==> src/rtl/text_scanout.sv <==
// Text-mode scanout: follows the active raster, fetches character/attribute
// cells and font rows, and emits palette RGB with sync/DE delayed by three clocks.
module text_scanout #(
    parameter int COLS   = 80,
    parameter int ROWS   = 25,
    parameter int ADDR_W = 11
) (
    input  logic              clk,
    input  logic              reset,
    input  logic              in_de,
    input  logic              in_hs,
    input  logic              in_vs,
    output logic [ADDR_W-1:0] rd_addr,
    input  logic [7:0]        rd_text,
    input  logic [7:0]        rd_attr,
    output logic [11:0]       font_addr,
    input  logic [7:0]        font_data,
    input  logic [ADDR_W-1:0] cursor_addr,
    input  logic              cursor_en,
    output logic              out_de,
    output logic              out_hs,
    output logic              out_vs,
    output logic [23:0]       out_rgb
);

    localparam logic [9:0]        COLS_X = 10'(COLS);
    localparam logic [8:0]        ROWS_Y = 9'(ROWS);
    localparam logic [ADDR_W-1:0] COLS_A = ADDR_W'(COLS);
    localparam logic [9:0]        X_MAX  = 10'd1023;

    // 16-entry CGA-style palette; index 6 is brown rather than dark yellow.
    function automatic logic [23:0] palette(input logic [3:0] idx);
        logic [7:0] lift;
        logic [7:0] r;
        logic [7:0] g;
        logic [7:0] b;
        lift = idx[3] ? 8'h55 : 8'h00;
        r = (idx[2] ? 8'hAA : 8'h00) + lift;
        g = (idx == 4'd6) ? 8'h55 : ((idx[1] ? 8'hAA : 8'h00) + lift);
        b = (idx[0] ? 8'hAA : 8'h00) + lift;
        return {r, g, b};
    endfunction

    logic [9:0]        x_cnt_r;
    logic [8:0]        y_cnt_r;
    logic              de_d_r;
    logic              vs_d_r;
    logic [5:0]        frame_r;
    logic              synced_r;
    logic              run_r;

    logic              de1_r, hs1_r, vs1_r, area1_r, match1_r;
    logic              blink1_r, curph1_r, sync1_r;
    logic [2:0]        bit1_r;
    logic [3:0]        grow1_r;

    logic              de2_r, hs2_r, vs2_r, area2_r, match2_r;
    logic              blink2_r, curph2_r, sync2_r, crow2_r;
    logic [2:0]        bit2_r;
    logic [7:0]        attr2_r;

    logic [6:0]        char_col_s;
    logic [4:0]        char_row_s;
    logic              area_s;
    logic [ADDR_W-1:0] cell_s;
    logic              vs_rise_s;
    logic              de_fall_s;
    logic              match_s;
    logic              glyph_bit_s;
    logic              cursor_on_s;
    logic              fg_on_s;
    logic [3:0]        idx_s;
    logic [23:0]       pix_s;

    assign char_col_s = x_cnt_r[9:3];
    assign char_row_s = y_cnt_r[8:4];
    assign area_s     = ({3'b000, char_col_s} < COLS_X) && ({4'b0000, char_row_s} < ROWS_Y);
    assign cell_s     = ADDR_W'(char_row_s) * COLS_A + ADDR_W'(char_col_s);
    assign vs_rise_s  = in_vs & ~vs_d_r;
    assign de_fall_s  = de_d_r & ~in_de;
    assign match_s    = cursor_en & (rd_addr == cursor_addr);

    // S0 text buffer address; parked at cell 0 outside the text area.
    always_comb begin
        rd_addr = {ADDR_W{1'b0}};
        if (area_s) begin
            rd_addr = cell_s;
        end else begin
            rd_addr = {ADDR_W{1'b0}};
        end
    end

    // S1 font address from the freshly read character; zero until the pipe runs.
    always_comb begin
        font_addr = 12'd0;
        if (run_r) begin
            font_addr = {rd_text, grow1_r};
        end else begin
            font_addr = 12'd0;
        end
    end

    // Raster counters, frame counter and sync-acquired flag.
    always_ff @(posedge clk) begin
        if (reset) begin
            x_cnt_r  <= 10'd0;
            y_cnt_r  <= 9'd0;
            de_d_r   <= 1'b0;
            vs_d_r   <= 1'b0;
            frame_r  <= 6'd0;
            synced_r <= 1'b0;
            run_r    <= 1'b0;
        end else begin
            de_d_r <= in_de;
            vs_d_r <= in_vs;
            run_r  <= 1'b1;
            if (!in_de) begin
                x_cnt_r <= 10'd0;
            end else if (x_cnt_r != X_MAX) begin
                x_cnt_r <= x_cnt_r + 10'd1;
            end else begin
                x_cnt_r <= x_cnt_r;
            end
            // A vsync edge that lands on a DE fall restarts the frame at line 0.
            if (vs_rise_s) begin
                y_cnt_r  <= 9'd0;
                frame_r  <= frame_r + 6'd1;
                synced_r <= 1'b1;
            end else if (de_fall_s) begin
                y_cnt_r <= y_cnt_r + 9'd1;
            end else begin
                y_cnt_r <= y_cnt_r;
            end
        end
    end

    // S1 register: per-pixel context captured alongside the buffer read.
    always_ff @(posedge clk) begin
        if (reset) begin
            de1_r    <= 1'b0;
            hs1_r    <= 1'b0;
            vs1_r    <= 1'b0;
            area1_r  <= 1'b0;
            match1_r <= 1'b0;
            blink1_r <= 1'b0;
            curph1_r <= 1'b0;
            sync1_r  <= 1'b0;
            bit1_r   <= 3'd0;
            grow1_r  <= 4'd0;
        end else begin
            de1_r    <= in_de;
            hs1_r    <= in_hs;
            vs1_r    <= in_vs;
            area1_r  <= area_s;
            match1_r <= match_s;
            blink1_r <= frame_r[5];
            curph1_r <= frame_r[4];
            sync1_r  <= synced_r;
            bit1_r   <= x_cnt_r[2:0];
            grow1_r  <= y_cnt_r[3:0];
        end
    end

    // S2 register: attribute arrives here, font row is fetched during this stage.
    always_ff @(posedge clk) begin
        if (reset) begin
            de2_r    <= 1'b0;
            hs2_r    <= 1'b0;
            vs2_r    <= 1'b0;
            area2_r  <= 1'b0;
            match2_r <= 1'b0;
            blink2_r <= 1'b0;
            curph2_r <= 1'b0;
            sync2_r  <= 1'b0;
            crow2_r  <= 1'b0;
            bit2_r   <= 3'd0;
            attr2_r  <= 8'd0;
        end else begin
            de2_r    <= de1_r;
            hs2_r    <= hs1_r;
            vs2_r    <= vs1_r;
            area2_r  <= area1_r;
            match2_r <= match1_r;
            blink2_r <= blink1_r;
            curph2_r <= curph1_r;
            sync2_r  <= sync1_r;
            crow2_r  <= (grow1_r[3:1] == 3'b111);
            bit2_r   <= bit1_r;
            attr2_r  <= rd_attr;
        end
    end

    assign glyph_bit_s = font_data[3'd7 - bit2_r];
    assign cursor_on_s = match2_r & ~curph2_r & crow2_r;
    assign fg_on_s     = cursor_on_s | (glyph_bit_s & ~(attr2_r[7] & blink2_r));

    // Colour selection; anything blanked, off-screen or unsynced is black.
    always_comb begin
        idx_s = 4'd0;
        pix_s = 24'h000000;
        if (fg_on_s) begin
            idx_s = attr2_r[3:0];
        end else begin
            idx_s = {1'b0, attr2_r[6:4]};
        end
        if (de2_r && area2_r && sync2_r) begin
            pix_s = palette(idx_s);
        end else begin
            pix_s = 24'h000000;
        end
    end

    // S3 output register.
    always_ff @(posedge clk) begin
        if (reset) begin
            out_de  <= 1'b0;
            out_hs  <= 1'b0;
            out_vs  <= 1'b0;
            out_rgb <= 24'h000000;
        end else begin
            out_de  <= de2_r;
            out_hs  <= hs2_r;
            out_vs  <= vs2_r;
            out_rgb <= pix_s;
        end
    end

endmodule

==> config.mk <==
export PLATFORM = sky130hd
export DESIGN_NAME = text_scanout
export DESIGN_NICKNAME = d
export VERILOG_FILES = /design/src/rtl/text_scanout.sv
export SDC_FILE = /design/constraint.sdc
export NUM_CORES = 1
export LEC_CHECK = 0
export ABC_CLOCK_PERIOD_IN_PS = 4100
export BUFFER_PORTS_ARGS = -buffer_cell sky130_fd_sc_hd__buf_4
export CORE_MARGIN = 2
export CORE_UTILIZATION = 30
export CTS_CLUSTER_DIAMETER = 30
export DETAILED_ROUTE_END_ITERATION = 10
export REMOVE_ABC_BUFFERS = 1
export SLEW_MARGIN = 20
export SYNTH_ARGS = -nofsm -noshare
export SYNTH_HDL_FRONTEND = slang
export SYNTH_SLANG_ARGS = --single-unit
export TNS_END_PERCENT = 20
==> constraint.sdc <==
create_clock -name clk -period 4.1 [get_ports clk]
set_input_delay 1.025 -clock clk [delete_from_list [all_inputs] [get_ports clk]]
set_output_delay 1.025 -clock clk [all_outputs]
set_load 0.01 [all_outputs]
After elaboration in Yosys (flattened, before gate mapping). Index checks and enable logic that the tools add are counted.

Multiply operators: 1. Bitwise gates (word level): 13. Reductions and logical operators: 7. $add $sub $neg: 8. Multiplexer cells: 11. Magnitude comparators: 3. Equality and inequality tests: 4.

Operator list (count): 8-bit by 7-bit adder with 8-bit output (3); 8-bit 2-to-1 mux (3); 7-bit 2-to-1 mux (2); 12-bit 2-to-1 mux (1); 11-bit by 7-bit adder with 11-bit output (1); 11-bit equality test (1); 11-bit 2-to-1 mux (1); 10-bit by 1-bit adder with 10-bit output, second input constant (1); 10-bit != test, second input constant (1); 9-bit by 1-bit adder with 9-bit output, second input constant (1); 1-bit bitwise AND (7); 7-bit less-than comparator, second input constant (1); 5-bit by 3-bit multiplier with 7-bit output, second input constant (1); 6-bit by 1-bit adder with 6-bit output, second input constant (1); 2-bit OR reduction (3); 5-bit less-than comparator, second input constant (1); 1-bit NOT (5); 4-bit by 3-bit equality test with 1-bit output, second input constant (1); 3-bit by 4-bit less-than comparator with 1-bit output, second input constant (1); 4-bit 2-to-1 mux (1); 1-bit binary-select mux with 3-bit select (1); 3-bit equality test, second input constant (1); 1-bit logical AND (3); 3-bit OR reduction (1); 3 further kinds (4).

Input port bits: 41. Output and inout port bits: 50. Bits in registers: 89. Logic and storage cells: 78.

Longest topological paths before layout.
Depth after elaboration: 9. Depth in mapped cells: 10. Mapped depth without buffers: 10.

Least setup slack after synthesis. Ideal clock, no wire load.

Path type: register to output. Start point: reg y_cnt_r[5]. End point: out rd_addr[10]. Data arrival time: 2.283 ns. Path buffers: 0. Cell stages (with the launch flop): 9. Setup slack: 0.792 ns. Required time: 3.075 ns. Cell sequence: dfxtp_1 -> ha_1 -> ha_1 -> inv_1 -> fa_1 -> nand2b_1 -> nor3b_2 -> xnor3_1 -> and2_2.

Longest elaborated chain between the ends: 3. Elaborated cells between the ends (all ways): 5. Those cells by class: add/sub: 1; mul: 1; order compare: 1; mux: 1; reduce/logical: 1.

Ends and longest elaborated chain: start: declaration (line 45) `logic [8:0] y_cnt_r;`; start signal: assignment (line 130) `y_cnt_r <= y_cnt_r + 9'd1;`; start signal: assignment (line 132) `y_cnt_r <= y_cnt_r;`; 5-bit by 3-bit multiplier with 7-bit output / 5-bit less-than comparator (equally long branches) (line 78, 77); 11-bit by 7-bit adder with 11-bit output / 1-bit logical AND (equally long branches) (line 78, 77); 11-bit 2-to-1 mux (*) (line 86) `if (area_s) begin`; end: declaration (line 13) `output logic [ADDR_W-1:0] rd_addr,`.

Mark *: on every way between the ends. The rest lies on a longest branch, timed or not.

Final worst setup path. Same ends and word-level chain as after synthesis.

==> flow_summary.json <==
{
  "dp_hpwl_um": 4980,
  "synth_edf_count": 0,
  "p_seq_share_pct": 53.9,
  "power_density_nw_per_um2": 319,
  "p_comb_share_pct": 7.0,
  "portBuffers": 90,
  "grt_max_degree": 46,
  "p_clk_share_pct": 39.1,
  "slew_viol_final": 0,
  "antenna_left": 0,
  "n_antenna_cell": 0,
  "via_per_inst": 4.49,
  "syn_area_um2": 3250,
  "fin_util_pct": 39.4,
  "placed_area_um2": 3920,
  "fmaxAchievable_mhz": 254,
  "worst_setup_path_end_kind": "output port",
  "status": "complete, no violations",
  "core_um2": 10400,
  "swShare_pct": 21.5,
  "slew_headroom_pct": 65.2,
  "final_cell_mix": "buf_4, dfxtp_1, nor2_1, nor2b_1, nand2_1",
  "fin_total_pwr_mw": 1.31,
  "synth.avg_cell_area_um2": 9.59,
  "path_class": "register to output port",
  "cts-root-buf": "clkbuf_8",
  "ctsLongestPathBuffers": 2,
  "cp_max_fo": 7,
  "nets": 467,
  "fin_area_um2": 4100,
  "grt_usage_pct": 11.7,
  "crit_arrival_ps": 2920,
  "route.detailed.drc": 0,
  "cts_tree": "yes",
  "intPower_mw": 1.03,
  "rsz0062_at_grt": "no",
  "hold_path.class": "register to register",
  "post_cts.repair.setup_buffers": 0,
  "finalSetupViolations": 0,
  "synthCells": 339,
  "area_delta_synth_final_pct": 26.2,
  "tns_ps": 0,
  "drive_above_1_share_pct": 30.0,
  "wl_per_cell_um": 11.9,
  "initial_core_util_pct": 31.2,
  "finalWirelength_um": 6580,
  "via_count": 2485,
  "r2r_cells": 10,
  "hold_viol": 0,
  "peakVddDrop_uv": 140,
  "max_slew.worst_pin.slew_ps": 522,
  "cts.sinks": 70,
  "async_flop_share_pct": 0,
  "fin_cells": 553,
  "numCtsBuffers": 9,
  "dieArea_um2": 11700,
  "die_w_um": 108,
  "cp.required_ps": 3070,
  "synth-main-ff-cell": "dfxtp_1",
  "dp.cells": 537,
  "p_switching_mw": 0.281,
  "p_leak_nw": 1.79,
  "ys_types": 49,
  "fin_crit_sh_pct": 96.1,
  "grt_pass1_wl_um": 10800,
  "hold_path_depth": 1,
  "antenna_found_initial": 0,
  "clk_pin_slew_worst_paths_ps": 70,
  "cts_resized": 0,
  "final_common_cell": "buf_4",
  "clk_latency_ps": 330,
  "num_io_pins": 91,
  "drv_cap": 0,
  "drt-pass1-iter-count": 4,
  "die-height_um": 108,
  "finalClockSkew_ps": 5.23,
  "yosys_warnings": 0,
  "place.gp.congestion": 0.805,
  "start_kind": "register",
  "synth.ff_latch_count": 70,
  "drt_iter0_drc": 108,
  "period_minus_slack_ps": 3940,
  "synth_seq_area_share_pct": 43.1,
  "first_global_vias": 2395,
  "cts_max_level": 3,
  "rows": 37,
  "grt_overflow": 0,
  "cts.hold.buffers_added": 0
}
## area by class of cell
type	instances	area (um2)
fill	1024	6320
multi-input combinational	230	1630
sequential	70	1400
timing repair buffer	90	676
tap	136	170
clock buffer	11	131
clock inverter	5	50.0
inverter	11	41.3
## logic make-up (layout without fill, tap and decap cells)
family / count (synthesis) / in the layout / share of synthesized area, %
AND/OR/NAND/NOR: 146 / 146 / 25.1
flip-flops: 70 / 70 / 43.1
buffers and inverters: 39 / 117 / 6.70
AO/OA/AOI/OAI: 35 / 35 / 8.20
XOR/XNOR: 26 / 26 / 7.43
adder cells (fa/ha/maj): 14 / 14 / 5.85
multiplexers: 9 / 9 / 3.58
## routing by layer
metal  global-route usage (%)  vias to the layer above  routed length, um
li1                         -                     1270                  -
met1                     14.9                     1109               3130
met4                     4.30                        0                101
met2                     18.6                       96               2750
met3                     3.68                       10                593
met5                        0                        -                  0
## power groups by stage
stage / combinational [mW] / sequential (mW) / clock [mW]
floorplan: 0.0399 / 0.718 / 0
global placement: 0.0915 / 0.719 / 0
detailed placement: 0.0922 / 0.720 / 0
CTS: 0.0930 / 0.704 / 0.534
global route: 0.102 / 0.706 / 0.557
finish: 0.0915 / 0.704 / 0.511
## metrics by stage
step | setup slack (ps) | hold WS, ps
finish | 159 | 434
global route | 13.8 | 457
CTS | 123 | 440
detailed placement | 508 | 425
global placement | 562 | 418
floorplan | 792 | 414
## path summary, 6_finish.rpt
check                                start           to  slack [ps]
worst max-delay path            y_cnt_r[5]  rd_addr[10]         160
worst min-delay path                 hs2_r       out_hs         430
worst min register to register       hs2_r       out_hs         430
worst max register to register  y_cnt_r[5]     match1_r        1140
## critical path, stage by stage (launching register included)
cell and delay [ps]:
dfxtp_1 510, ha_1 290, ha_1 220, inv_1 70
fa_1 440, nand2b_1 190, nor3b_2 180, xnor3_1 310
and2_2 210, buf_4 140
## Yosys cell counts, drive strengths merged, types with 2 or more instances
library cell,n,area [um2]
dfxtp,70,1400
nor2,36,135
nor2b,36,225
buf,19,143
nand2,17,63.8
and2,15,98.8
xnor2,13,114
ha,12,150
xor2,12,105
inv,11,41.3
and3,10,73.8
clkbuf,9,33.8
a21oi,8,40.0
a31oi,7,58.8
mux2i,6,60.1
o21ai,6,33.8
nand3,5,25.0
nand4,5,31.3
or2,4,25.0
or3,4,25.0
nor3,3,15.0
nor3b,3,27.5
a211oi,2,15.0
a21o,2,15.0
and4,2,17.5
fa,2,40.0
mux4,2,45.0
nor4,2,12.5
o2111ai,2,17.5
o32ai,2,17.5
## flip-flops by register name, indices dropped and copies added, names as in the netlist, 3 cells and up
name,cells
attr2_r,8
bit1_r,3
bit2_r,3
frame_r,6
grow1_r,4
out_rgb,5
x_cnt_r,10
y_cnt_r,9
Note: power is estimated with default switching activity, not from simulation.
